## src/rtl/clock_pkg.sv

```systemverilog
`default_nettype none
// ============================================================================
//  Module      : clock_pkg
//  Description : Shared types and default constants for the run/stop/step
//                clock controller.
//  Revision    : 1.0 - initial release
// ============================================================================
package clock_pkg;

    // Controller states; the encoding is fixed so the state is
    // recognisable on a logic analyser.
    typedef enum logic [1:0] {
        IDLE   = 2'd0,
        RUN    = 2'd1,
        STEP   = 2'd2,
        HALTED = 2'd3
    } state_t;

    localparam int c_DEBOUNCE_CYCLES = 16;
    localparam int c_STEP_LENGTH     = 10;
    localparam int c_COUNT_WIDTH     = 16;

    // Bits needed to hold the values 0..n-1, never less than one bit.
    function automatic int width_for(input int n);
        return (n > 1) ? $clog2(n) : 1;
    endfunction

endpackage
`default_nettype wire

```

## src/rtl/clock_control_debouncer.sv

```systemverilog
`default_nettype none
// ============================================================================
//  Module      : clock_control_debouncer
//  Description : Two-flop synchroniser, stability counter and one-cycle
//                press pulse for a raw front-panel button.
//  Revision    : 1.0 - initial release
// ============================================================================
module clock_control_debouncer
    import clock_pkg::*;
#(
    parameter int DEBOUNCE_CYCLES = c_DEBOUNCE_CYCLES
) (
    input  logic i_clock,
    input  logic i_reset,
    input  logic i_raw,
    output logic o_press
);

    localparam int                    c_CW   = width_for(DEBOUNCE_CYCLES);
    localparam logic [c_CW-1:0]       c_LAST = c_CW'(DEBOUNCE_CYCLES - 1);

    logic            r_sync1;
    logic            r_sync2;
    logic            r_level;
    logic            r_press;
    logic [c_CW-1:0] r_count;

    // Bring the asynchronous button into the clock domain.
    always_ff @(posedge i_clock or posedge i_reset) begin
        if (i_reset) begin
            r_sync1 <= 1'b0;
            r_sync2 <= 1'b0;
        end else begin
            r_sync1 <= i_raw;
            r_sync2 <= r_sync1;
        end
    end

    // Accept a new level only after DEBOUNCE_CYCLES consecutive disagreeing
    // samples; the press pulse is registered on the same edge as the rise.
    always_ff @(posedge i_clock or posedge i_reset) begin
        if (i_reset) begin
            r_level <= 1'b0;
            r_press <= 1'b0;
            r_count <= '0;
        end else begin
            r_press <= 1'b0;
            if (r_sync2 == r_level) begin
                r_count <= '0;
            end else if (r_count == c_LAST) begin
                r_level <= r_sync2;
                r_press <= r_sync2;
                r_count <= '0;
            end else begin
                r_count <= r_count + c_CW'(1);
            end
        end
    end

    assign o_press = r_press;

endmodule
`default_nettype wire

```

## src/rtl/clock_control.sv

```systemverilog
`default_nettype none
// ============================================================================
//  Module      : clock_control
//  Description : Run/stop/single-step controller driving the clock
//                generator enable, with debounced front-panel buttons and
//                halt handling.
//  Revision    : 1.0 - initial release
// ============================================================================
module clock_control
    import clock_pkg::*;
#(
    parameter int DEBOUNCE_CYCLES = c_DEBOUNCE_CYCLES,
    parameter int STEP_LENGTH     = c_STEP_LENGTH,
    parameter int COUNT_WIDTH     = c_COUNT_WIDTH
) (
    input  logic                   i_clock,
    input  logic                   i_reset,
    input  logic                   i_run,
    input  logic                   i_step,
    input  logic                   i_halt,
    input  logic                   i_clear,
    output logic                   o_enable,
    output logic                   o_running,
    output logic                   o_halted,
    output logic [COUNT_WIDTH-1:0] o_step_count
);

    localparam int              c_TW        = width_for(STEP_LENGTH);
    localparam logic [c_TW-1:0] c_STEP_LOAD = c_TW'(STEP_LENGTH - 1);

    logic                   w_run_press;
    logic                   w_step_press;
    state_t                 r_state;
    state_t                 w_next_state;
    logic                   w_step_start;
    logic                   w_enable;
    logic                   w_running;
    logic                   w_halted;
    logic [c_TW-1:0]        r_timer;
    logic [COUNT_WIDTH-1:0] r_step_count;
    logic                   r_enable;
    logic                   r_running;
    logic                   r_halted;

    clock_control_debouncer #(
        .DEBOUNCE_CYCLES (DEBOUNCE_CYCLES)
    ) u_run_debounce (
        .i_clock (i_clock),
        .i_reset (i_reset),
        .i_raw   (i_run),
        .o_press (w_run_press)
    );

    clock_control_debouncer #(
        .DEBOUNCE_CYCLES (DEBOUNCE_CYCLES)
    ) u_step_debounce (
        .i_clock (i_clock),
        .i_reset (i_reset),
        .i_raw   (i_step),
        .o_press (w_step_press)
    );

    // State register.
    always_ff @(posedge i_clock or posedge i_reset) begin
        if (i_reset) begin
            r_state <= IDLE;
        end else begin
            r_state <= w_next_state;
        end
    end

    // Next-state logic; halt outranks every press, run outranks step.
    always_comb begin
        w_next_state = r_state;
        w_step_start = 1'b0;
        case (r_state)
            IDLE: begin
                if (i_halt) begin
                    w_next_state = HALTED;
                end else if (w_run_press) begin
                    w_next_state = RUN;
                end else if (w_step_press) begin
                    w_next_state = STEP;
                    w_step_start = 1'b1;
                end
            end
            RUN: begin
                if (i_halt) begin
                    w_next_state = HALTED;
                end else if (w_run_press) begin
                    w_next_state = IDLE;
                end
            end
            STEP: begin
                if (i_halt) begin
                    w_next_state = HALTED;
                end else if (r_timer == '0) begin
                    w_next_state = IDLE;
                end
            end
            HALTED: begin
                if (i_clear && !i_halt) begin
                    w_next_state = IDLE;
                end
            end
            default: w_next_state = IDLE;
        endcase
    end

    // Outputs decoded from the next state so they can be registered
    // alongside the state and never glitch.
    always_comb begin
        w_enable  = (w_next_state == RUN) || (w_next_state == STEP);
        w_running = (w_next_state == RUN);
        w_halted  = (w_next_state == HALTED);
    end

    // Registered Moore outputs; reset drops them immediately.
    always_ff @(posedge i_clock or posedge i_reset) begin
        if (i_reset) begin
            r_enable  <= 1'b0;
            r_running <= 1'b0;
            r_halted  <= 1'b0;
        end else begin
            r_enable  <= w_enable;
            r_running <= w_running;
            r_halted  <= w_halted;
        end
    end

    // Step timer and accepted-step counter (counter wraps silently).
    always_ff @(posedge i_clock or posedge i_reset) begin
        if (i_reset) begin
            r_timer      <= '0;
            r_step_count <= '0;
        end else if (w_step_start) begin
            r_timer      <= c_STEP_LOAD;
            r_step_count <= r_step_count + COUNT_WIDTH'(1);
        end else if ((r_state == STEP) && (r_timer != '0)) begin
            r_timer <= r_timer - c_TW'(1);
        end
    end

    assign o_enable     = r_enable;
    assign o_running    = r_running;
    assign o_halted     = r_halted;
    assign o_step_count = r_step_count;

endmodule
`default_nettype wire
```

## config.mk

```make
export PLATFORM = sky130hd
export DESIGN_NAME = clock_control
export DESIGN_NICKNAME = d
export VERILOG_FILES = /design/src/rtl/clock_pkg.sv /design/src/rtl/clock_control_debouncer.sv /design/src/rtl/clock_control.sv
export SDC_FILE = /design/constraint.sdc
export NUM_CORES = 1
export LEC_CHECK = 0
export CORE_UTILIZATION = 30
export CTS_CLUSTER_DIAMETER = 120
export DETAILED_ROUTE_END_ITERATION = 6
export PLACE_DENSITY = 0.54
export SYNTH_ARGS = -nofsm -noshare
export SYNTH_HDL_FRONTEND = slang
export SYNTH_HIERARCHICAL = 1
export SYNTH_SLANG_ARGS = --single-unit
```

## constraint.sdc

```tcl
create_clock -name i_clock -period 1.7 [get_ports i_clock]
set_input_delay 0.34 -clock i_clock [delete_from_list [all_inputs] [get_ports i_clock]]
set_output_delay 0.34 -clock i_clock [all_outputs]
set_load 0.1 [all_outputs]
```

==> results.cfg, run 1 <==
[timing]
relSlewSlack_pct = 75.21
slew_violations = 0
skew_ps = 3.886
fin_ws_ps = 107.7
fmax_mhz = 628.0
hold_viol = 0
rsz0062_at_grt = false
fin_crit_sh_pct = 93.66
setup_viol = 0
finalCriticalPeriod_ps = 1592
worstMarginPinSlew_ps = 369.2

[worst_hold_path]
hp-class = in -> async

[floorplanning]
die-area_mm2 = 0.006319
row_count = 27
die_h_um = 79.50
ios = 25
die_w_um = 79.50
start_util_pct = 31.94
coreArea_mm2 = 0.005642

[setup_path]
start_kind = flop
crit_fanout = 3
crit_required_ps = 1930
path_class = reg -> reg
r2r_start = r_timer[0]
r2r_end = o_enable
r2r_setup_slack_ps = 110
cp-end-kind = flop
worst_r2r_path_depth = 7
cp.arrival_ps = 1830

[finish]
final_area_mm2 = 0.002534
layout.nets = 194
final_common_cell = dfrtp_1
final_cell_mix = dfrtp_1 (27), buf_12 (19), xnor2_1 (14)
drive_above_1_share_pct = 31.15
n_antenna_cell = 0
fill_cells = 506
area_growth_pct = 40.62

[power_and_ir_drop]
p_comb_share_pct = 15.0
irDropWorstVdd_mv = 0.4428
switchingPower_mw = 0.6322
power_frac_seq_pct = 46.4
p_per_area_mw_per_mm2 = 962.1
switching_share_pct = 25.93
leakage_nw = 1.156
internal_power_mw = 1.805
p_clk_share_pct = 38.6
p_total_mw = 2.438

[global_route]
grt_pass1_wl_mm = 6.037
grtUsageTotal_pct = 12.69
first_global_vias = 1320
grt_max_degree = 26
grt_overflow = 0
grt_antenna_before_repair = 0

[clock_tree]
clock_sinks = 41
clockRootBuffer = clkbuf_8
clkLatencyLatePin_ps = 290
path_clk_slew_ps = 80
ctsHtreeMaxLevel = 2
numCtsBuffers = 5
holdBufCountCts = 0
cts_tree = yes
clock_path_buffers = 2

[detailed_routing]
viasPerCell = 4.714
drt_iter0_drc = 57
drt_wl_total_mm = 3.364
dr.pass1.iters = 4
ant_nets = 0
via_count = 1202
routedWlPerCell_um = 13.19
drc = 0

[place]
place_ws_ps = -26.62
post_dp_cell_area_mm2 = 0.002391
place_congestion = 0.7647
numPortBuffers = 24
dpl.hpwl_mm = 2.575

[logic_synthesis]
synth_cell_type_count = 34
yosysSeqAreaShare_pct = 56.94
synth_edf_count = 0
netlist.area_leader.share_pct = 56.94
syn_nets = 157
synth_area_mm2 = 0.001802
yosysWarnings = 6
synthArstFlopShare_pct = 100.0
synthTopCellsByArea = dfrtp_1 (57%), xnor2_1 (6.8%), ha_1 (4.2%), xor2_1 (3.9%), nor2_1 (2.5%)
ys_ff_latch = 41
synth-main-ff-cell = dfrtp_1
synth_area_leader_cell = dfrtp_1
synth.avg_cell_area_um2 = 12.43
netlist_instances = 145

[flow_run]
drv_cap = 0

[status]
status = completed
-- power groups by stage --
stage | sequential (mW) | combinational, mW | clock, mW
after floorplan | 1.21 | 0.165 | 0
after global placement | 1.14 | 0.343 | 0
after detailed placement | 1.15 | 0.367 | 0
after CTS | 1.13 | 0.367 | 0.978
after global routing | 1.14 | 0.411 | 1.02
final | 1.13 | 0.366 | 0.941
-- worst max-delay path, stage by stage, from the launching register on --
cell and delay [ps]:
dfrtp_1 420, inv_1 70, ha_1 180, a21oi_2 80, a21o_1 170, a211oi_1 280
ha_1 280, inv_1 60
-- final cells by class --
class	count	area [um^2]	area share, %
Inverter	8	30.03	1.185
Timing Repair Buffer	30	475.5	18.77
Multi-Input combinational cell	96	749.5	29.58
Tap cell	72	90.09	3.556
Sequential cell	41	1051	41.48
Clock inverter	3	68.82	2.716
Clock buffer	5	68.82	2.716
-- Yosys cell counts, drive strengths merged (3+ instances only) --
cell type	n
nor3b	5
nor2b	3
a21o	3
nand3	6
nand4	4
xor2	8
ha	6
dfrtp	41
nand2	7
nor2	12
inv	8
xnor2	14
-- layer usage --
layer / global-route usage [%] / up-vias / wire length (um)
met5: 0 / - / 0
met4: 6.727 / 0 / 64
met3: 3.200 / 8 / 107
met2: 22.74 / 26 / 1774
met1: 13.58 / 593 / 1416
li1: - / 575 / -
-- how the worst max path moves through the flow --
stage / from / to / slack [ps] / depth (start not counted)
final: r_timer[0] / o_enable / 110 / 7
after global routing: r_state[1] / o_step_count[10] / 20 / 5
after CTS: r_state[1] / o_enable / 50 / 6
after detailed placement: i_halt / o_enable / -30 / 4
after global placement: i_halt / o_enable / 20 / 4
after floorplan: o_step_count[2] / o_step_count[15] / 3 / 4
-- flip-flops by register name, summed over array words and instances (netlist names), 2 cells and up --
signal	cells
r_state	2
r_timer	4
o_step_count	16
u_step_debounce/r_count	4
u_run_debounce/r_count	4
-- metrics by stage --
stage / setup TNS [ps] / utilization (%) / hold WS (ps) / std cells
floorplan: 0 / - / 155.7 / 145
global placement: 0 / 42.38 / 335.0 / 247
detailed placement: -26.62 / 42.38 / 341.1 / 247
CTS: 0 / 44.82 / 350.2 / 255
global route: 0 / 44.91 / 364.6 / 255
finish: 0 / 44.91 / 355.1 / 255
-- logic make-up after synthesis --
kind of cell               after synthesis  synth area share [%]
AOI/OAI and AO/OA                       13                 5.347
muxes                                    2                 1.667
buffers and inverters                    8                 1.667
DFF                                     41                 56.94
adders and majority gates                6                 4.167
xor gates and xnor gates                22                 10.69
and+or+nand+nor                         53                 19.51
-- what timing repair did --
item / in CTS / in global routing
setup buffers: 0 / 0
endpoints found under the setup margin: 0 / 2
gates resized for setup: 0 / 2
Power figures use the tool's default switching activity.
==> inputs of run 2 (changes only) <==
--- a/config.mk
+++ b/config.mk
@@ -6,8 +6,9 @@
 export NUM_CORES = 1
 export LEC_CHECK = 0
 export CORE_UTILIZATION = 30
-export CTS_CLUSTER_DIAMETER = 120
+export CTS_CLUSTER_DIAMETER = 30
 export DETAILED_ROUTE_END_ITERATION = 6
+export GPL_TIMING_DRIVEN = 0
 export PLACE_DENSITY = 0.54
 export SYNTH_ARGS = -nofsm -noshare
 export SYNTH_HDL_FRONTEND = slang
==> results.cfg, run 2 (synthesized netlist as in run 1, its figures left out) <==
[finish]
area_growth_pct = 29.31
final_cell_mix = dfrtp_1 (27), clkdlybuf4s15_2 (18), xnor2_1 (14)
drive_above_1_share_pct = 31.49
final_core_util_pct = 41.30
final_area_mm2 = 0.002330
layout.nets = 192
largest_register_ff_count = 16
final_common_cell = dfrtp_1
stdcell_count = 253
n_antenna_cell = 0

[place]
place_inst = 241
place_ws_ps = -221.4
post_dp_cell_area_mm2 = 0.002156
dpl.hpwl_mm = 2.433
numPortBuffers = 24
place_congestion = 0.7615

[power_and_ir_drop]
p_total_mw = 2.123
p_per_area_mw_per_mm2 = 911.2
leakage_nw = 1.062
irDropWorstVdd_mv = 0.4458

[timing]
setup_viol = 0
finalCriticalPeriod_ps = 1648
hold_viol = 0
fin_crit_sh_pct = 96.96
fin_ws_ps = 51.70
relSlewSlack_pct = 36.20
slew_violations = 0
fmax_mhz = 606.7
worstMarginPinSlew_ps = 956.0
skew_ps = 8.280
rsz0062_at_grt = false

[setup_path]
setup.worst_path.start = o_step_count[5]
path_class = reg -> out
critPathSlowestCell = clkdlybuf4s15_2
r2r_setup_slack_ps = 90
crit_buf_inv = 1
start_kind = flop
crit_required_ps = 1360
crit_fanout = 7
worstPathCellList = clkdlybuf4s15_2
critPathMaxStageDelay_ps = 580
cp.arrival_ps = 1310
r2r_start = r_timer[0]
cp_top_family = buffers and inverters
cp-end-kind = primary output

[clock_tree]
cts_tree = yes
numCtsBuffers = 5
holdBufCountCts = 0
clockRootBuffer = clkbuf_8
ctsHtreeMaxLevel = 2
clock_path_buffers = 2
path_clk_slew_ps = 80
clock_sinks = 41
clkLatencyLatePin_ps = 290

[floorplanning]
coreArea_mm2 = 0.005642
die_w_um = 79.50
start_util_pct = 31.94
die_h_um = 79.50
ios = 25
die-area_mm2 = 0.006319
row_count = 27

[detailed_routing]
dr.pass1.iters = 4
drt_iter0_drc = 47
wl_met2_mm = 1.758
drt_wl_total_mm = 3.361
top_layer_used = met4
viasPerCell = 4.783
drc = 0
wl_met1_mm = 1.410
wl_met3_um = 136
ant_nets = 0
routedWlPerCell_um = 13.28
via_count = 1210

[global_route]
grt_antenna_before_repair = 0
grt_overflow = 0
first_global_vias = 1275
grtUsageTotal_pct = 11.96
grt_max_degree = 26
grt_pass1_wl_mm = 5.727

[flow_run]
drv_cap = 0

[worst_hold_path]
hp-class = in -> async

[status]
status = completed
[run 2: power breakdown]
| group | internal (mW) | leakage, nW | total (mW) | switching (mW) |
|---|---|---|---|---|
| combinational | 0.129 | 0.503 | 0.336 | 0.207 |
| clock | 0.329 | 0.0512 | 0.668 | 0.338 |
| sequential | 1.05 | 0.508 | 1.12 | 0.0647 |
[run 2: what timing repair did]
| action | 4_1_cts | 5_1_grt |
|---|---|---|
| setup buffers | 2 | 2 |
| resized for setup | 58 | 6 |
| endpoints found under the setup margin | 25 | 8 |
| endpoints found under the hold margin | 0 | 0 |
| pin swaps | 1 | 0 |
[run 2: final timing paths]
kind | end | cells after the start
max in group asynchronous | o_step_count[0] | 2
min reg2reg | u_step_debounce/r_sync2 | 0
max | o_step_count[5] | 1
max reg2reg | o_enable | 7
min | u_step_debounce/r_sync1 | 2
min in group i_clock | u_step_debounce/r_sync2 | 0
[run 2: layout make-up]
| class | count | area, um^2 |
|---|---|---|
| inverter | 8 | 30.03 |
| clock inverter | 2 | 13.76 |
| tap | 72 | 90.09 |
| clock buffer | 6 | 82.58 |
| sequential | 41 | 1051 |
| timing repair buffer | 28 | 292.8 |
| fill | 551 | 3312 |
| multi-input combinational | 96 | 769.5 |
[run 2: per-stage QoR]
stage                     setup TNS [ps]  hold slack (ps)
after floorplan                        0            155.7
after global placement             -3067            339.2
after detailed placement           -3402            335.7
after CTS                              0            334.6
after global routing                   0            369.8
final                                  0            335.0
[run 2: layer usage]
metal / vias to the layer above / GRT usage (%)
li1: 573 / -
met1: 606 / 12.81
met2: 25 / 21.54
met3: 6 / 3.543
met4: 0 / 5.273
met5: - / 0
==> inputs of run 3 (changes only) <==
--- a/config.mk
+++ b/config.mk
@@ -5,6 +5,7 @@
 export SDC_FILE = /design/constraint.sdc
 export NUM_CORES = 1
 export LEC_CHECK = 0
+export CORE_MARGIN = 5
 export CORE_UTILIZATION = 30
 export CTS_CLUSTER_DIAMETER = 30
 export DETAILED_ROUTE_END_ITERATION = 6
==> results.cfg, run 3 (synthesized netlist as in run 1, its figures left out) <==
[status]
status = completed

[setup_path]
critPathMaxStageDelay_ps = 570
crit_fanout = 7
setup.worst_path.start = o_step_count[4]
cp.arrival_ps = 1310
cp-end-kind = primary output
path_class = reg -> out
r2r_start = r_state[0]
crit_required_ps = 1360
critPathSlowestCell = clkdlybuf4s15_2
worstPathCellList = clkdlybuf4s15_2
cp_top_family = buffers and inverters
start_kind = flop
crit_buf_inv = 1

[finish]
final_common_cell = dfrtp_1
n_antenna_cell = 0
final_cell_mix = dfrtp_1 (27), clkdlybuf4s15_2 (19), xnor2_1 (14)
largest_register_ff_count = 16
drive_above_1_share_pct = 31.28
area_growth_pct = 30.35
fill_cells = 577
final_area_mm2 = 0.002349
final_core_util_pct = 39.90
layout.nets = 190

[timing]
skew_ps = 4.746
fmax_mhz = 605.5
setup_viol = 0
finalCriticalPeriod_ps = 1651
rsz0062_at_grt = true
hold_viol = 0
worstMarginPinSlew_ps = 937.4
fin_crit_sh_pct = 97.14
slew_violations = 0
relSlewSlack_pct = 37.44
hold-worst-slack_ps = 359.9

[flow_run]
drv_cap = 0

[detailed_routing]
routedWlPerCell_um = 13.30
ant_nets = 0
drt_iter0_drc = 32
dr.pass1.iters = 2
via_count = 1200
viasPerCell = 4.724
drt_wl_total_mm = 3.377
drc = 0

[power_and_ir_drop]
irDropWorstVdd_mv = 0.4837
p_per_area_mw_per_mm2 = 962.9
p_total_mw = 2.261
leakage_nw = 1.060

[clock_tree]
path_clk_slew_ps = 80
numCtsBuffers = 5
cts_tree = yes
clockRootBuffer = clkbuf_8
clkLatencyLatePin_ps = 290
clock_path_buffers = 2
ctsHtreeMaxLevel = 2
clock_sinks = 41

[floorplanning]
row_count = 28
die_h_um = 87.50
die-area_mm2 = 0.007655
start_util_pct = 30.61
ios = 25
coreArea_mm2 = 0.005886
die_w_um = 87.50

[place]
place_congestion = 0.7361
post_dp_cell_area_mm2 = 0.002160
numPortBuffers = 24
dpl.hpwl_mm = 2.543

[global_route]
grtUsageTotal_pct = 9.937
grt_max_degree = 26
grt_pass1_wl_mm = 5.947
grt_antenna_before_repair = 0
grt_overflow = 0
first_global_vias = 1300

[worst_hold_path]
hp-class = in -> async
-- run 3: power by group --
group | internal [mW] | leakage, nW | switching [mW]
logic | 0.127 | 0.494 | 0.207
registers | 1.05 | 0.508 | 0.0686
clock network | 0.477 | 0.0574 | 0.327
total | 1.66 | 1.06 | 0.602
-- run 3: final timing paths --
check                           slack (ps)                     end  depth (start not counted)
worst max-delay path                    50         o_step_count[4]                          1
worst min-delay path                   360  u_run_debounce/r_sync1                          2
worst max register to register         110                o_enable                          6
worst min register to register         360  u_run_debounce/r_sync2                          0
max in group asynchronous              380         o_step_count[4]                          2
min in group i_clock                   360  u_run_debounce/r_sync2                          0
-- run 3: routing by layer --
metal / wire length [um] / up-vias / global-route usage [%] / part of all wire [%]
li1: - / 564 / - / -
met3: 224 / 4 / 3.122 / 6.6
met5: 0 / - / 0 / 0
met1: 1419 / 605 / 11.81 / 42
met2: 1703 / 27 / 17.12 / 50
met4: 29 / 0 / 2.929 / 0.86
-- run 3: layout make-up --
class                           instances  area (um^2)  share of cell area (%)
Clock buffer                            6        82.58                   3.516
Clock inverter                          2        37.54                   1.598
Inverter                                8        30.03                   1.279
Multi-Input combinational cell         96        774.5                   32.98
Sequential cell                        41         1051                   44.75
Tap cell                               75        93.84                   3.996
Timing Repair Buffer                   26        279.0                   11.88
-- run 3: what timing repair did --
item                       CTS  global route
gates resized for setup     58             6
buffers inserted             2             0
setup endpoints to repair   26             6
pin swaps                    1             1
hold buffers                 0             0
-- run 3: metrics by stage --
step	setup WS [ps]	cells	setup TNS (ps)
after floorplan	3.475	145	0
after global placement	-223.2	244	-3094
after detailed placement	-224.8	244	-3735
after CTS	1.854	254	0
after global routing	-2.337	254	-2.337
final	48.59	254	0
